[config.mk]
export PLATFORM = sky130hd
export DESIGN_NAME = lcd_bus_capture
export DESIGN_NICKNAME = d
export VERILOG_FILES = /design/src/rtl/lcd_bus_pkg.sv /design/src/rtl/lcd_char_buffer.sv /design/src/rtl/lcd_bus_capture.sv
export SDC_FILE = /design/constraint.sdc
export NUM_CORES = 1
export LEC_CHECK = 0
export ABC_AREA = 1
export ABC_CLOCK_PERIOD_IN_PS = 1700
export BUFFER_PORTS_ARGS = -buffer_cell sky130_fd_sc_hd__buf_2
export CORE_ASPECT_RATIO = 1.5
export CORE_UTILIZATION = 39
export DETAILED_ROUTE_END_ITERATION = 16
export PLACE_DENSITY_LB_ADDON = 0.15
export SYNTH_ARGS = -nofsm -noshare
export SYNTH_HDL_FRONTEND = slang
export SYNTH_SLANG_ARGS = --single-unit
[constraint.sdc]
create_clock -name clk -period 1.7 [get_ports clk]
set_input_delay 0.085 -clock clk [delete_from_list [all_inputs] [get_ports clk]]
set_output_delay 0.085 -clock clk [all_outputs]
set_load 0.05 [all_outputs]
[src/rtl/lcd_bus_pkg.sv]
// Shared constants, enums and the HD44780 two-line address stepper for the LCD bus capture block.
package lcd_bus_pkg;

    localparam int LCD_COLS  = 16;
    localparam int LCD_CHARS = 2 * LCD_COLS;

    localparam logic [7:0] SPACE_CHAR = 8'h20;

    localparam logic [6:0] LINE0_BASE = 7'h00;
    localparam logic [6:0] LINE1_BASE = 7'h40;
    localparam logic [6:0] LINE0_LAST = 7'h27;
    localparam logic [6:0] LINE1_LAST = 7'h67;

    // Opcode masks; a command is classified by its highest set bit.
    localparam logic [7:0] CMD_CLEAR   = 8'h01;
    localparam logic [7:0] CMD_HOME    = 8'h02;
    localparam logic [7:0] CMD_ENTRY   = 8'h04;
    localparam logic [7:0] CMD_DISPLAY = 8'h08;
    localparam logic [7:0] CMD_SHIFT   = 8'h10;
    localparam logic [7:0] CMD_FUNC    = 8'h20;
    localparam logic [7:0] CMD_CGRAM   = 8'h40;
    localparam logic [7:0] CMD_DDRAM   = 8'h80;

    typedef enum logic {
        ST_IDLE  = 1'b0,
        ST_CLEAR = 1'b1
    } lcd_state_e;

    typedef enum logic {
        TGT_DDRAM = 1'b0,
        TGT_CGRAM = 1'b1
    } lcd_target_e;

    function automatic logic [6:0] step_addr(input logic [6:0] addr, input logic inc);
        logic [6:0] nxt;
        if (inc) begin
            if (addr == LINE0_LAST)      nxt = LINE1_BASE;
            else if (addr == LINE1_LAST) nxt = LINE0_BASE;
            else                         nxt = addr + 7'd1;
        end else begin
            if (addr == LINE0_BASE)      nxt = LINE1_LAST;
            else if (addr == LINE1_BASE) nxt = LINE0_LAST;
            else                         nxt = addr - 7'd1;
        end
        return nxt;
    endfunction

endpackage

[src/rtl/lcd_char_buffer.sv]
// 2x16 character image with a single write port; resets to all spaces and
// exposes each line packed with column 0 in the top byte.
module lcd_char_buffer
    import lcd_bus_pkg::*;
(
    input  logic         clk,
    input  logic         reset,
    input  logic         we,
    input  logic [4:0]   wr_index,
    input  logic [7:0]   wr_byte,
    output logic [127:0] topline,
    output logic [127:0] bottomline
);

    logic [7:0] mem_q [LCD_CHARS];
    logic [7:0] mem_d [LCD_CHARS];

    always_comb begin
        for (int i = 0; i < LCD_CHARS; i++) begin
            mem_d[i] = mem_q[i];
        end
        if (we) begin
            mem_d[wr_index] = wr_byte;
        end
    end

    always_ff @(posedge clk) begin
        for (int i = 0; i < LCD_CHARS; i++) begin
            if (reset) mem_q[i] <= SPACE_CHAR;
            else       mem_q[i] <= mem_d[i];
        end
    end

    for (genvar c = 0; c < LCD_COLS; c++) begin : g_pack
        assign topline[127 - 8*c -: 8]    = mem_q[c];
        assign bottomline[127 - 8*c -: 8] = mem_q[c + LCD_COLS];
    end

endmodule

[src/rtl/lcd_bus_capture.sv]
// Board-side responder for the 8-bit HD44780-style write bus: samples the bus,
// decodes commands and character writes, and keeps a 2x16 text image.
module lcd_bus_capture
    import lcd_bus_pkg::*;
#(
    parameter int CLEAR_CYCLES = 32
)
(
    input  logic         clk,
    input  logic         reset,
    input  logic         lcd_regsel,
    input  logic         lcd_read,
    input  logic         lcd_enable,
    input  logic [7:0]   lcd_data,
    output logic [127:0] topline,
    output logic [127:0] bottomline,
    output logic         display_on,
    output logic         busy,
    output logic         char_strobe,
    output logic         cmd_strobe,
    output logic         error,
    output lcd_state_e   state_dbg
);

    localparam int                CNT_W     = $clog2(CLEAR_CYCLES + 1);
    localparam logic [CNT_W-1:0]  CLR_LAST  = CNT_W'(CLEAR_CYCLES - 1);
    localparam logic [CNT_W-1:0]  CLR_CHARS = CNT_W'(LCD_CHARS);

    lcd_state_e       state_q, state_d;
    lcd_target_e      target_q, target_d;
    logic             enable_q, enable_d;
    logic             regsel_q, regsel_d;
    logic             read_q, read_d;
    logic [7:0]       data_q, data_d;
    logic [6:0]       addr_q, addr_d;
    logic             inc_q, inc_d;
    logic [CNT_W-1:0] clr_cnt_q, clr_cnt_d;
    logic             display_on_q, display_on_d;
    logic             busy_q, busy_d;
    logic             char_strobe_q, char_strobe_d;
    logic             cmd_strobe_q, cmd_strobe_d;
    logic             error_q, error_d;

    logic             txn;
    logic             buf_we;
    logic [4:0]       buf_index;
    logic [7:0]       buf_byte;

    // char_strobe/cmd_strobe are one-cycle valid pulses with no ready: the
    // image and flags they refer to are already visible in the pulse cycle.
    always_comb begin
        state_d       = state_q;
        target_d      = target_q;
        enable_d      = lcd_enable;
        regsel_d      = regsel_q;
        read_d        = read_q;
        data_d        = data_q;
        addr_d        = addr_q;
        inc_d         = inc_q;
        clr_cnt_d     = clr_cnt_q;
        display_on_d  = display_on_q;
        char_strobe_d = 1'b0;
        cmd_strobe_d  = 1'b0;
        error_d       = error_q;
        buf_we        = 1'b0;
        buf_index     = 5'd0;
        buf_byte      = SPACE_CHAR;
        txn           = enable_q && !lcd_enable;

        if (lcd_enable) begin
            regsel_d = lcd_regsel;
            read_d   = lcd_read;
            data_d   = lcd_data;
        end

        case (state_q)
            ST_CLEAR: begin
                if (clr_cnt_q < CLR_CHARS) begin
                    buf_we    = 1'b1;
                    buf_index = clr_cnt_q[4:0];
                end
                if (clr_cnt_q == CLR_LAST) state_d = ST_IDLE;
                else                       clr_cnt_d = clr_cnt_q + CNT_W'(1);
                if (txn) error_d = 1'b1;
            end
            default: begin
                if (txn) begin
                    if (read_q) begin
                        error_d = 1'b1;
                    end else if (!regsel_q) begin
                        cmd_strobe_d = 1'b1;
                        if (|(data_q & CMD_DDRAM)) begin
                            addr_d   = data_q[6:0];
                            target_d = TGT_DDRAM;
                        end else if (|(data_q & CMD_CGRAM)) begin
                            target_d = TGT_CGRAM;
                        end else if (|(data_q & (CMD_FUNC | CMD_SHIFT))) begin
                            target_d = target_q;
                        end else if (|(data_q & CMD_DISPLAY)) begin
                            display_on_d = data_q[2];
                        end else if (|(data_q & CMD_ENTRY)) begin
                            inc_d = data_q[1];
                            if (data_q[0]) error_d = 1'b1;
                        end else if (|(data_q & CMD_HOME)) begin
                            addr_d = LINE0_BASE;
                        end else if (|(data_q & CMD_CLEAR)) begin
                            state_d   = ST_CLEAR;
                            clr_cnt_d = '0;
                            addr_d    = LINE0_BASE;
                            inc_d     = 1'b1;
                        end
                    end else begin
                        // The counter steps even when the byte lands nowhere.
                        addr_d = step_addr(addr_q, inc_q);
                        if (target_q == TGT_DDRAM &&
                            (addr_q[6:4] == 3'b000 || addr_q[6:4] == 3'b100)) begin
                            buf_we        = 1'b1;
                            buf_index     = {addr_q[6], addr_q[3:0]};
                            buf_byte      = data_q;
                            char_strobe_d = 1'b1;
                        end
                    end
                end
            end
        endcase

        busy_d = (state_d == ST_CLEAR);
    end

    always_ff @(posedge clk) begin
        if (reset) begin
            state_q       <= ST_IDLE;
            target_q      <= TGT_DDRAM;
            enable_q      <= 1'b0;
            regsel_q      <= 1'b0;
            read_q        <= 1'b0;
            data_q        <= 8'h00;
            addr_q        <= LINE0_BASE;
            inc_q         <= 1'b1;
            clr_cnt_q     <= '0;
            display_on_q  <= 1'b0;
            busy_q        <= 1'b0;
            char_strobe_q <= 1'b0;
            cmd_strobe_q  <= 1'b0;
            error_q       <= 1'b0;
        end else begin
            state_q       <= state_d;
            target_q      <= target_d;
            enable_q      <= enable_d;
            regsel_q      <= regsel_d;
            read_q        <= read_d;
            data_q        <= data_d;
            addr_q        <= addr_d;
            inc_q         <= inc_d;
            clr_cnt_q     <= clr_cnt_d;
            display_on_q  <= display_on_d;
            busy_q        <= busy_d;
            char_strobe_q <= char_strobe_d;
            cmd_strobe_q  <= cmd_strobe_d;
            error_q       <= error_d;
        end
    end

    lcd_char_buffer u_buffer (
        .clk        (clk),
        .reset      (reset),
        .we         (buf_we),
        .wr_index   (buf_index),
        .wr_byte    (buf_byte),
        .topline    (topline),
        .bottomline (bottomline)
    );

    assign display_on  = display_on_q;
    assign busy        = busy_q;
    assign char_strobe = char_strobe_q;
    assign cmd_strobe  = cmd_strobe_q;
    assign error       = error_q;
    assign state_dbg   = state_q;

endmodule

==> flow_metrics.tcl <==
set metrics [dict create \
    worstPathArrival_ns 2.30 \
    routed_wl_um 41600 \
    via_per_inst 4.78 \
    cellLeakagePower_nw 8.81 \
    n_antenna_cell 0 \
    num_vias 12200 \
    worst_pin_slew_ns 0.434 \
    syn_area_um2 12000 \
    synth_warnings 0 \
    place_inst 2430 \
    track_usage_pct 25.7 \
    fin_crit_sh_pct 109 \
    synthArstFlopShare_pct 0 \
    crit_path_start "busy" \
    yosys.area.top_type "dfxtp_1" \
    finalCriticalPeriod_ns 1.86 \
    clk_latency_ns 0.57 \
    slowest_stage "dfxtp_4" \
    die_w_um 145 \
    fmax_mhz 538 \
    dp_hpwl_um 27200 \
    ir_worst_vdd_uv 733 \
    antenna_found_initial 0 \
    crit_buf_inv 4 \
    cp_max_fo 5 \
    first_pass_iters 5 \
    drt_iter0_drc 457 \
    yosys_most_used_dff "dfxtp_1" \
    rows 78 \
    synthDistinctLibCells 34 \
    synth_most_common_cell "nor2_1" \
    end_kind "flop" \
    synth_nets 1731 \
    syn-instance-count 1715 \
    grt_pass1_vias 11600 \
    fp.dieH_um 217 \
    ios 275 \
    cts_buffers 28 \
    final_cells 2553 \
    status "finished with violations" \
    synth.area.top_cells "dfxtp_1, nor2_1, nand2_1" \
    cts_root_buf "clkbuf_16" \
    yosys-top-cells-count "nor2_1, nand2_1, dfxtp_1, inv_1, nand3_1" \
    wl_per_cell_um 16.3 \
    critPathLaunchType "flop" \
    path_cells "inv_4 -> nand2_4 -> nor2_8 -> buf_12 -> nand3_4 -> nand2_8 -> inv_8 -> nor2_4 -> clkbuf_16 -> nand3_2 -> nand2_1 -> nand3_1" \
    min_path_type "input pin to flop" \
    htree_levels 1 \
    synth-seq-cells 287 \
    area_growth_pct 50.1 \
    cts_num_sinks 287 \
    hold_path_startpoint "lcd_enable" \
    ctsLongestPathBuffers 3 \
    drv_cap 0 \
    crit_type "flop to flop" \
    preCtsSetupSlack_ns -0.371 \
    nFillCells 2836 \
    grt_max_degree 70 \
    start_util_pct 39.6 \
    syn_avg_cell_area_um2 6.99 \
    seq_area_frac_synth_pct 47.9 \
    io_buffers 274 \
    slowest_delay_ns 0.35 \
    synth_top_area_share_pct 47.9 \
    rsz0062_at_grt "yes" \
    critical_path_required_ns 2.14 \
    finalSetupViolations 249 \
    cpLargestDelayFamily "simple AND/OR/NAND/NOR gates" \
    final_nets 2148 \
    synth-edff-count 0 \
    drive_gt1_share_pct 34.9 \
    setup_slack_ns -0.158 \
    die_area_um2 31500 \
    hold_violations 0 \
    skew_ns 0.00969 \
    power_mw 13.9 \
    core_um2 30300 \
    tritoncts "done" \
    antenna_left 0 \
    grt_pass1_wl_um 63500 \
    slew_violations 0 \
    slew_headroom_pct 71.0 \
    violations "negative setup slack" \
    r2r-start "busy" \
    drc_errors 0 \
    cts.clk_slew.worst_paths_ns 0.06 \
    gp_congestion 0.883 \
    grt_overflow 0 \
    power.density_nw_per_um2 775 \
]
[what timing repair did]
item | in CTS | in global routing
setup endpoints to repair | 256 | 262
buffers inserted | 33 | 12
hold buffers | 12 | 0
gates cloned | 13 | 3
hold endpoints to repair | 21 | 0
pin swaps | 54 | 82
resized for setup | 174 | 155
[placed cells by master, fill, tap and decap left out, types with 4 or more instances in the layout]
cell type and instances:
o21ai_0 36, nor2_1 414, inv_1 117, dlygate4sd3_1 12, nand3_2 17, dfxtp_1 285
nand2_8 15, inv_8 5, clkbuf_1 4, buf_6 36, o21bai_1 10, nand2_2 46
a21oi_1 40, nor2_8 6, nand4_1 18, nand2_1 371, a21oi_2 6, clkbuf_16 30
nor2_2 28, nor3_1 6, inv_4 9, nor2_4 31, clkbuf_8 12, nand3_1 69
buf_12 52, buf_8 7, o21ai_2 30, o21ai_1 8, buf_2 274, buf_4 82
nand3_4 27, nand2_4 12, inv_2 10
[area by class of cell]
cell class | count | area, µm² | area share (%)
clock buffers | 44 | 881 | 4.90
inverters | 147 | 663 | 3.69
clock inverters | 7 | 101 | 0.563
flip-flops and latches | 287 | 5750 | 32.0
repair buffers | 465 | 3710 | 20.6
well taps | 400 | 500 | 2.78
multi-input cells | 1203 | 6390 | 35.5
[layer usage]
layer	wire, µm	vias up	global-route usage [%]
met5	0	-	0
met4	1500	0	10.0
met3	2190	77	4.34
met2	21700	340	48.1
met1	16200	5646	28.6
li1	-	6149	-
[registers in the layout, summed over array words and instances (netlist names), 6 cells and up]
name / cells
u_buffer.mem_q: 256
data_q: 8
addr_q: 7
clr_cnt_q: 6
[kinds of logic (layout without fill, tap and decap cells)]
family	after synthesis	count (layout)	synth area share [%]
compound gates	134	134	5.89
xor+xnor	2	2	0.146
fa+ha+maj	3	3	0.313
buf+inv	234	663	8.03
flops	287	287	47.9
simple gates	1055	1064	37.7
[where the power goes]
group          internal [mW]  leakage [nW]  switching [mW]
logic                  0.194          6.02           0.372
clock network           3.85         0.479            2.74
registers               6.75          2.32          0.0218
[worst paths after layout]
check             slack [ns]               endpoint  cells after the start
setup / recovery       -0.16  u_buffer.mem_q[0][53]                     12
hold reg to reg         0.45                  error                      2
setup reg to reg       -0.16  u_buffer.mem_q[0][53]                     12
hold / removal          0.02                  error                      5
[tightest hold or removal path, stage by stage]
cell	delay, ns
buf_2	0.08
clkinv_1	0.07
nand2_2	0.12
o21bai_1	0.12
a21oi_1	0.06
[through the flow]
step | hold slack (ns) | cell area (µm²) | setup TNS [ns] | util (%)
after floorplan | 0.164 | 12300 | -8.37 | -
after global placement | 0.372 | 15000 | -26.78 | 49.7
after detailed placement | 0.374 | 15000 | -33.70 | 49.7
after CTS | 0.0167 | 17300 | -18.73 | 57.3
after global routing | 0.0632 | 18000 | -42.06 | 59.5
final | 0.0163 | 18000 | -18.97 | 59.5
Power figures use the tool's default switching activity.
